$ cat src/rtl/uart_tx_sched_if.sv
// Bundle between byte producers / UART transmitter and the round-robin scheduler.
// The scheduler uses the slave modport; the producer/transmitter side uses master.
interface uart_tx_sched_if;
    logic [3:0]  req;
    logic [31:0] req_data;
    logic [3:0]  ack;
    logic        tx_ready;
    logic [7:0]  tx_data;
    logic        tx_tdre;
    logic        busy;
    logic [1:0]  grant_id;
    logic        timeout_err;

    modport master (
        output req,
        output req_data,
        output tx_tdre,
        input  ack,
        input  tx_ready,
        input  tx_data,
        input  busy,
        input  grant_id,
        input  timeout_err
    );

    modport slave (
        input  req,
        input  req_data,
        input  tx_tdre,
        output ack,
        output tx_ready,
        output tx_data,
        output busy,
        output grant_id,
        output timeout_err
    );
endinterface

$ cat src/rtl/uart_tx_sched.sv
// Round-robin scheduler sharing one UART transmitter between four byte sources.
// Every output comes straight from a register; the watchdog abandons stuck frames.
module uart_tx_sched #(
    parameter int unsigned     TO_W    = 20,
    parameter logic [TO_W-1:0] TIMEOUT = 20'd100000
) (
    input logic            clk,
    input logic            clr,
    uart_tx_sched_if.slave bus
);

    typedef enum logic [2:0] {
        StIdle,
        StLoad,
        StStart,
        StWaitDone,
        StWaitIdle,
        StAck
    } state_t;

    state_t          r_state;
    state_t          w_state_nxt;
    logic [1:0]      r_last_grant;
    logic [1:0]      r_grant_id;
    logic [7:0]      r_tx_data;
    logic            r_tx_ready;
    logic [3:0]      r_ack;
    logic            r_busy;
    logic            r_timeout_err;
    logic [TO_W-1:0] r_wd;
    logic [TO_W-1:0] w_wd_nxt;
    logic [TO_W-1:0] w_wd_inc;
    logic            w_wd_hit;
    logic            w_err_set;
    logic            w_load;
    logic            w_pick_valid;
    logic [1:0]      w_pick_id;

    // Scan starts one past the last served requester so no one is served twice in a row
    // while others wait.
    always_comb begin
        w_pick_valid = 1'b0;
        w_pick_id    = r_last_grant;
        for (int k = 1; k <= 4; k++) begin
            if (!w_pick_valid && bus.req[r_last_grant + 2'(k)]) begin
                w_pick_valid = 1'b1;
                w_pick_id    = r_last_grant + 2'(k);
            end
        end
    end

    // Saturating watchdog: the hit test looks at the value being written.
    assign w_wd_inc = (r_wd == TIMEOUT) ? r_wd : r_wd + 1'b1;
    assign w_wd_hit = (w_wd_inc == TIMEOUT);

    always_comb begin
        w_state_nxt = r_state;
        w_wd_nxt    = r_wd;
        w_err_set   = 1'b0;
        w_load      = 1'b0;
        case (r_state)
            StIdle: begin
                if (w_pick_valid) begin
                    w_load      = 1'b1;
                    w_state_nxt = StLoad;
                end
            end
            StLoad: begin
                w_state_nxt = StStart;
            end
            StStart: begin
                w_wd_nxt    = '0;
                w_state_nxt = StWaitDone;
            end
            StWaitDone: begin
                if (bus.tx_tdre) begin
                    w_wd_nxt    = '0;
                    w_state_nxt = StWaitIdle;
                end else begin
                    w_wd_nxt = w_wd_inc;
                    if (w_wd_hit) begin
                        w_err_set   = 1'b1;
                        w_state_nxt = StAck;
                    end
                end
            end
            StWaitIdle: begin
                if (!bus.tx_tdre) begin
                    w_state_nxt = StAck;
                end else begin
                    w_wd_nxt = w_wd_inc;
                    if (w_wd_hit) begin
                        w_err_set   = 1'b1;
                        w_state_nxt = StAck;
                    end
                end
            end
            StAck: begin
                w_state_nxt = StIdle;
            end
            default: begin
                w_state_nxt = StIdle;
            end
        endcase
    end

    always_ff @(posedge clk) begin
        if (clr) begin
            r_state       <= StIdle;
            r_last_grant  <= 2'd3;
            r_grant_id    <= 2'd0;
            r_tx_data     <= 8'h00;
            r_tx_ready    <= 1'b0;
            r_ack         <= 4'b0000;
            r_busy        <= 1'b0;
            r_timeout_err <= 1'b0;
            r_wd          <= '0;
        end else begin
            r_state    <= w_state_nxt;
            r_wd       <= w_wd_nxt;
            r_tx_ready <= (w_state_nxt == StStart);
            r_busy     <= (w_state_nxt != StIdle);
            r_ack      <= (w_state_nxt == StAck) ? (4'b0001 << r_grant_id) : 4'b0000;
            if (w_load) begin
                r_grant_id <= w_pick_id;
                r_tx_data  <= bus.req_data[{w_pick_id, 3'b000} +: 8];
            end
            if (r_state == StAck) begin
                r_last_grant <= r_grant_id;
            end
            if (w_err_set) begin
                r_timeout_err <= 1'b1;
            end
        end
    end

    assign bus.ack         = r_ack;
    assign bus.tx_ready    = r_tx_ready;
    assign bus.tx_data     = r_tx_data;
    assign bus.busy        = r_busy;
    assign bus.grant_id    = r_grant_id;
    assign bus.timeout_err = r_timeout_err;

endmodule

$ cat src/flat_wrapper.sv
// flat-port wrapper written by rule: the top's interface ports become plain ports
module uart_tx_sched_flat 
#(
    parameter int unsigned     TO_W    = 20,
    parameter logic [TO_W-1:0] TIMEOUT = 20'd100000
)
  (clk, clr, bus_req, bus_req_data, bus_tx_tdre, bus_ack, bus_tx_ready, bus_tx_data, bus_busy, bus_grant_id, bus_timeout_err);
  uart_tx_sched_if bus_i ();
  input logic clk;
  input logic clr;
  input wire logic [$bits(bus_i.req)-1:0] bus_req;
  input wire logic [$bits(bus_i.req_data)-1:0] bus_req_data;
  input wire logic [$bits(bus_i.tx_tdre)-1:0] bus_tx_tdre;
  output wire logic [$bits(bus_i.ack)-1:0] bus_ack;
  output wire logic [$bits(bus_i.tx_ready)-1:0] bus_tx_ready;
  output wire logic [$bits(bus_i.tx_data)-1:0] bus_tx_data;
  output wire logic [$bits(bus_i.busy)-1:0] bus_busy;
  output wire logic [$bits(bus_i.grant_id)-1:0] bus_grant_id;
  output wire logic [$bits(bus_i.timeout_err)-1:0] bus_timeout_err;
  assign bus_i.req = bus_req;
  assign bus_i.req_data = bus_req_data;
  assign bus_i.tx_tdre = bus_tx_tdre;
  assign bus_ack = bus_i.ack;
  assign bus_tx_ready = bus_i.tx_ready;
  assign bus_tx_data = bus_i.tx_data;
  assign bus_busy = bus_i.busy;
  assign bus_grant_id = bus_i.grant_id;
  assign bus_timeout_err = bus_i.timeout_err;
  uart_tx_sched #(.TO_W(TO_W), .TIMEOUT(TIMEOUT)) u_core (.clk(clk), .clr(clr), .bus(bus_i));
endmodule
$ cat config.mk
export PLATFORM = sky130hd
export DESIGN_NAME = uart_tx_sched_flat
export DESIGN_NICKNAME = d
export VERILOG_FILES = /design/src/rtl/uart_tx_sched_if.sv /design/src/rtl/uart_tx_sched.sv /design/src/flat_wrapper.sv
export SDC_FILE = /design/constraint.sdc
export NUM_CORES = 1
export LEC_CHECK = 0
export BUFFER_PORTS_ARGS = -buffer_cell sky130_fd_sc_hd__buf_2
export CORE_MARGIN = 2
export CORE_UTILIZATION = 59
export DETAILED_ROUTE_END_ITERATION = 8
export GPL_TIMING_DRIVEN = 0
export PLACE_DENSITY = 0.92
export REMOVE_ABC_BUFFERS = 1
export SYNTH_ARGS = -nofsm -noshare
export SYNTH_HDL_FRONTEND = slang
export SYNTH_SLANG_ARGS = --single-unit
$ cat constraint.sdc
create_clock -name clk -period 4.2 [get_ports clk]
set_input_delay 0.21 -clock clk [delete_from_list [all_inputs] [get_ports clk]]
set_output_delay 0.21 -clock clk [all_outputs]
set_load 0.005 [all_outputs]
==> impl_metrics.env, run 1 <==
export IMPL_status="finished, final reports clean"
export IMPL_htreeDepth=2
export IMPL_synth_edff_count=0
export IMPL_comb_power_share=0.189
export IMPL_start_util=0.612
export IMPL_use_met3=0.0655
export IMPL_diodes=0
export IMPL_arrival_ps=3360
export IMPL_crit_fanout=18
export IMPL_synth_ff_type="dfxtp_1"
export IMPL_r2r_start="u_core.r_state[1]"
export IMPL_grt_max_degree=41
export IMPL_cts_setup_buffers=0
export IMPL_areaGrowthSynthToFinish_pct=13.7
export IMPL_track_usage=0.264
export IMPL_rsz0062_at_grt="no"
export IMPL_startpoint_type="flip-flop"
export IMPL_hold_worst_slack_ps=208
export IMPL_async_flop_share=0
export IMPL_ios=56
export IMPL_min_path_type="input pin to flip-flop"
export IMPL_fillers=327
export IMPL_period_minus_slack_ps=3130
export IMPL_min_path_cells=2
export IMPL_synth_cell_types=54
export IMPL_wire_per_inst_microns=15.5
export IMPL_row_count=24
export IMPL_synth_area_top_cells="dfxtp_1 32%, a21oi_1 6.0%, mux2i_1 4.9%, o21ai_0 4.5%, nand2_1 4.3%"
export IMPL_fin_skew_ps=6.72
export IMPL_drive_gt1_frac=0.235
export IMPL_dp_cells=419
export IMPL_cts_tree="yes"
export IMPL_finalSetupTns_ps=0
export IMPL_grt_pass1_wl_mm=10.9
export IMPL_dp_final_hpwl_mm=4.46
export IMPL_yosysWarnings=0
export IMPL_worstSetupEndpoint="u_core.r_wd[9]"
export IMPL_ant_nets=0
export IMPL_drv_cap=0
export IMPL_clock_latency_ps=300
export IMPL_worstPathRequired_ps=4430
export IMPL_dieArea_sq_um=5040
export IMPL_peakVddDrop_v=0.000204
export IMPL_syn_inst=336
export IMPL_place_gp_congestion=0.914
export IMPL_r2r_end="u_core.r_wd[9]"
export IMPL_syn_cell_area_sq_um=2650
export IMPL_power_internal_mw=0.681
export IMPL_clockRootBuffer="clkbuf_8"
export IMPL_routed_wl_mm=6.62
export IMPL_postCtsHoldBufs=0
export IMPL_postCtsResizedCells=0
export IMPL_p_seq_frac=0.461
export IMPL_die_h_microns=71.0
export IMPL_grt_pass1_vias=2409
export IMPL_core_area_sq_um=4320
export IMPL_pwr_share_clk=0.350
export IMPL_fin_ws_ps=1070
export IMPL_drt_first_iter_violations=283
export IMPL_cts_buffer_depth=2
export IMPL_path_clk_slew_ps=80
export IMPL_dieWidth_microns=71.0
export IMPL_syn_avg_cell_area_sq_um=7.88
export IMPL_p_sw_mw=0.264
export IMPL_clock_sinks=42
export IMPL_p_sw_frac=0.280
export IMPL_grt_ovfl_total=0
export IMPL_grt_most_used_layer="met2"
export IMPL_portBuffers=55
export IMPL_rr_worst_depth=5
export IMPL_antenna_found_initial=0
export IMPL_grtUsageMet1=0.324
export IMPL_yosys_area_top_type="dfxtp_1"
export IMPL_cts_made_buffers=5
export IMPL_final_cell_mix="55 x buf_2, 42 x dfxtp_1, 32 x a21oi_1, 30 x nand2_1, 29 x nor2_1"
export IMPL_finalHoldViolations=0
export IMPL_finalCritPeriodShare=0.746
export IMPL_ys_ff_latch=42
export IMPL_slew_headroom=0.112
export IMPL_setup_viol=0
export IMPL_fmax_mhz=319
export IMPL_pwr_density_cell_nw_per_um2=314
export IMPL_fin_nets=415
export IMPL_seq_area_frac_synth=0.318
export IMPL_via_per_inst=6.27
export IMPL_slew_violations=0
export IMPL_power_leakage_nw=1.17
export IMPL_final_common_cell="buf_2"
export IMPL_dr_total_vias=2672
export IMPL_r2r_slack_ps=1070
export IMPL_dr_pass1_iters=5
export IMPL_use_met2=0.456
export IMPL_route_detailed_drc=0
export IMPL_instances_no_fill=426
export IMPL_synth_top_area_share=0.318
export IMPL_place_ws_ps=1180
export IMPL_cp_end_kind="flip-flop"
export IMPL_worstMarginPinSlew_ps=1320
export IMPL_crit_start="u_core.r_state[1]"
export IMPL_critical_path_class="flip-flop to flip-flop"
per-layer routing:
metal | share of wire | up-vias
li1 | - | 1304
met4 | 0.017 | 0
met5 | 0 | -
met3 | 0.060 | 16
met1 | 0.42 | 1249
met2 | 0.50 | 103
stage by stage:
step,util,power (mW),instance area (sq um)
after floorplan,-,0.544,2530
after global placement,0.665,0.608,2870
after detailed placement,0.669,0.619,2890
after CTS,0.695,0.942,3000
after global routing,0.696,0.982,3010
final,0.696,0.945,3010
critical path: stages (launching register included):
cell and delay (ps):
dfxtp_1 460, inv_1 120, o21ai_0 1030, nand2b_1 690, or3b_2 620, a21oi_1 140
flip-flops by register name, summed over array words and instances (netlist names):
name	flops
u_core.r_last_grant	2
u_core.bus.grant_id	2
u_core.bus.tx_ready	1
u_core.bus.ack	4
u_core.r_state	3
u_core.r_wd	20
u_core.bus.busy	1
u_core.bus.tx_data	8
u_core.bus.timeout_err	1
Yosys cell counts, types with 4 or more instances:
cell type  count
dfxtp_1       42
a21oi_1       32
nand2_1       30
nor2_1        29
o21ai_0       24
clkbuf_1      15
mux2i_1       13
nor3_1        10
nand4_1        9
mux2_2         8
nand2b_1       8
o211ai_1       8
a31oi_1        7
and3_1         6
buf_2          6
inv_1          6
nor2b_1        6
or3_1          6
a211oi_1       5
nor4b_1        5
a22oi_1        4
nand3_1        4
nor3b_1        4
nor4_1         4
power by group through the flow:
stage	registers (mW)	clock network, mW	logic [mW]
2_1_floorplan	0.443	0	0.101
3_3_place_gp	0.443	0	0.165
3_5_place_dp	0.444	0	0.174
4_1_cts	0.435	0.332	0.175
5_1_grt	0.439	0.345	0.198
6_report	0.436	0.331	0.178
cell families after synthesis:
logic type / synth area share
AO/OA/AOI/OAI: 0.207
XOR/XNOR: 0.0165
adder cells (fa/ha/maj): 0.00945
buffers and inverters: 0.0515
flip-flops: 0.318
multiplexers: 0.0832
AND/OR/NAND/NOR: 0.315
layout make-up:
cell class	count	area (sq um)	share of cell area
flip-flops and latches	42	841	0.279
inverters	6	22.5	0.00748
clock buffers	6	82.6	0.0274
well taps	52	65.1	0.0216
multi-input cells	263	1690	0.560
repair buffers	56	283	0.0940
clock inverters	1	30.0	0.00998
how the worst min path moves through the flow:
stage / startpoint / to / slack (ps)
6_report: bus_tx_tdre / u_core.r_state[0] / 210
5_1_grt: bus_tx_tdre / u_core.r_state[0] / 220
4_1_cts: bus_tx_tdre / u_core.r_state[0] / 200
3_5_place_dp: u_core.bus.tx_data[2] / u_core.bus.tx_data[2] / 440
3_3_place_gp: u_core.bus.tx_data[0] / u_core.bus.tx_data[0] / 440
2_1_floorplan: clr / u_core.r_state[2] / 280
(Power assumes the default switching activity.)
==> inputs of run 2 (changes only) <==
- ABC_AREA: default -> 1
- CORE_UTILIZATION: 59 -> 50
- PLACE_DENSITY: 0.92 -> 0.84
- clock period: 4.2 -> 2.7 ns (I/O delays scaled with it)
==> impl_metrics.env, run 2 <==
export IMPL_status="finished, final reports clean"
export IMPL_p_sw_mw=0.505
export IMPL_synth_ff_type="dfxtp_1"
export IMPL_dieWidth_microns=78.3
export IMPL_seq_area_frac_synth=0.305
export IMPL_startpoint_type="flip-flop"
export IMPL_yosysWarnings=0
export IMPL_cts_tree="yes"
export IMPL_areaGrowthSynthToFinish_pct=14.1
export IMPL_start_util=0.510
export IMPL_pwr_density_cell_nw_per_um2=482
export IMPL_holdPathEnd="u_core.bus.tx_data[0]"
export IMPL_finalCritPeriodShare=0.890
export IMPL_cts_made_buffers=5
export IMPL_p_seq_frac=0.464
export IMPL_cpMostUsedCell="nand2_1"
export IMPL_hold_worst_slack_ps=166
export IMPL_dr_pass1_iters=5
export IMPL_die_h_microns=78.3
export IMPL_synth_area_top_cells="dfxtp_1 30%, nand2_1 16%, nor2_1 10%, inv_1 7.8%, a21oi_1 6.2%"
export IMPL_ant_nets=0
export IMPL_power_leakage_nw=1.43
export IMPL_synth_edff_count=0
export IMPL_period_minus_slack_ps=2400
export IMPL_r2r_slack_ps=300
export IMPL_drive_gt1_frac=0.169
export IMPL_slew_headroom=0.526
export IMPL_finalHoldViolations=0
export IMPL_min_path_cells=5
export IMPL_dp_cells=566
export IMPL_clock_sinks=42
export IMPL_clock_latency_ps=290
export IMPL_async_flop_share=0
export IMPL_syn_inst=451
export IMPL_r2r_end="u_core.bus.tx_data[6]"
export IMPL_regMostFlops="u_core.r_wd"
export IMPL_routed_wl_mm=6.52
export IMPL_fin_nets=542
export IMPL_worstPathRequired_ps=2860
export IMPL_crit_path_top_delay_cell="dfxtp_1"
export IMPL_dr_total_vias=2906
export IMPL_rr_worst_depth=15
export IMPL_synth_cell_types=35
export IMPL_r2r_start="u_core.r_last_grant[0]"
export IMPL_drv_cap=0
export IMPL_arrival_ps=2560
export IMPL_p_total_mw=1.52
export IMPL_cts_setup_buffers=0
export IMPL_comb_power_share=0.250
export IMPL_dp_final_hpwl_mm=4.82
export IMPL_clockRootBuffer="clkbuf_8"
export IMPL_cp_slowest_stage_delay_ps=580
export IMPL_syn_avg_cell_area_sq_um=6.11
export IMPL_finalSetupTns_ps=0
export IMPL_min_path_type="input pin to flip-flop"
export IMPL_instances_no_fill=574
export IMPL_track_usage=0.214
export IMPL_path_clk_slew_ps=90
export IMPL_slew_violations=0
export IMPL_critical_path_class="flip-flop to flip-flop"
export IMPL_htreeDepth=2
export IMPL_synthTopCellsByCount="117 x nand2_1, 74 x nor2_1, 57 x inv_1, 42 x dfxtp_1, 34 x a21oi_1"
export IMPL_dieArea_sq_um=6130
export IMPL_yosysMostFrequentCell="nand2_1"
export IMPL_postLayoutCoreUtil=0.582
export IMPL_cts_buffer_depth=2
export IMPL_wire_per_inst_microns=11.4
export IMPL_min_from="bus_req_data[24]"
export IMPL_power_internal_mw=1.01
export IMPL_portBuffers=55
export IMPL_cp_buffers_inverters=2
export IMPL_p_sw_frac=0.333
export IMPL_grt_ovfl_total=0
export IMPL_postCtsResizedCells=0
export IMPL_peakVddDrop_v=0.000287
export IMPL_ys_ff_latch=42
export IMPL_largest_register_ffs=20
export IMPL_route_detailed_drc=0
export IMPL_synth_top_area_share=0.305
export IMPL_fin_skew_ps=5.91
export IMPL_fmax_mhz=416
export IMPL_syn_cell_area_sq_um=2760
export IMPL_grt_max_degree=36
export IMPL_ios=56
export IMPL_cp_end_kind="flip-flop"
export IMPL_final_cell_mix="116 x nand2_1, 74 x nor2_1, 57 x inv_1, 55 x buf_2, 42 x dfxtp_1"
export IMPL_postCtsHoldBufs=0
export IMPL_antenna_found_initial=0
export IMPL_grt_pass1_vias=2635
export IMPL_row_count=27
export IMPL_rsz0062_at_grt="no"
export IMPL_final_common_cell="nand2_1"
export IMPL_place_gp_congestion=0.931
export IMPL_via_per_inst=5.06
export IMPL_drt_first_iter_violations=151
export IMPL_grt_pass1_wl_mm=10.8
export IMPL_pwr_share_clk=0.286
export IMPL_critPathTopFamily="simple AND/OR/NAND/NOR gates"
export IMPL_core_area_sq_um=5410
export IMPL_worstMarginPinSlew_ps=711
export IMPL_yosys_area_top_type="dfxtp_1"
export IMPL_diodes=0
export IMPL_path_cells="inv_1, nand2_1, o21ai_1, nand2_1, o21ai_0, nor2_2, inv_2, nor2_1, nand2_1, nand2_2, nand2_1, o21ai_1, o21ai_0, nor2_1, nor2_1"
export IMPL_setup_viol=0
export IMPL_crit_fanout=31
-- run 2: changes by cell type in the layout (fill, tap and decap cells not counted), moves of 7 or more --
cell      delta
inv_1       +51
mux2_2       -8
mux2i_1     -13
nand2_1     +86
nand2b_1     -8
nand3_1     +14
nor2_1      +45
o21ai_0      -7
o21ai_1     +14
-- run 2: metal layers --
metal,part of all wire,wire [microns],global-route usage,up-vias
met4,0.011,72,0.0596,0
met3,0.064,419,0.0471,10
li1,-,-,-,1528
met2,0.47,3060,0.397,89
met5,0,0,0,-
met1,0.46,2970,0.246,1279
-- run 2: power groups by stage --
stage                     Combinational (mW)  Sequential, mW  Clock [mW]
after detailed placement               0.375           0.716           0
after CTS                              0.378           0.703       0.442
after floorplan                        0.235           0.718           0
after global routing                   0.432           0.710       0.469
after global placement                 0.365           0.715           0
final                                  0.380           0.704       0.434
-- run 2: per-stage QoR --
stage | instance area (sq um) | setup WS, ps
4_1_cts | 3140 | 258
6_report | 3150 | 296
2_1_floorplan | 2690 | 698
5_1_grt | 3150 | 22.9
3_5_place_dp | 3050 | 278
3_3_place_gp | 3050 | 333
-- run 2: kinds of logic after synthesis --
| group | synth area share |
|---|---|
| buffers and inverters | 0.110 |
| adder cells (fa/ha/maj) | 0.00907 |
| AND/OR/NAND/NOR | 0.378 |
| XOR/XNOR | 0.0413 |
| flip-flops | 0.305 |
| AO/OA/AOI/OAI | 0.157 |
-- run 2: area by class of cell --
class	count	area, sq um
Clock buffer	7	86.3
Sequential cell	42	841
Fill cell	527	2260
Inverter	62	233
Multi-Input combinational cell	335	1620
Tap cell	72	90.1
Clock inverter	1	5.00
Timing Repair Buffer	55	275
-- run 2: worst min-delay path: stages --
cell	delay, ps
buf_2	80
o21ai_1	60
o211ai_1	70
nand2_1	60
inv_1	40
-- run 2: worst max path at each step --
stage	from	cells past startpoint	slack (ps)	end
after CTS	u_core.r_last_grant[0]	11	260	u_core.bus.tx_data[6]
after global placement	u_core.r_last_grant[0]	11	330	u_core.bus.tx_data[1]
final	u_core.r_last_grant[0]	15	300	u_core.bus.tx_data[6]
after detailed placement	u_core.r_last_grant[0]	11	280	u_core.bus.tx_data[6]
after global routing	u_core.r_last_grant[0]	15	20	u_core.bus.tx_data[3]
after floorplan	u_core.r_last_grant[0]	15	700	u_core.bus.tx_data[2]
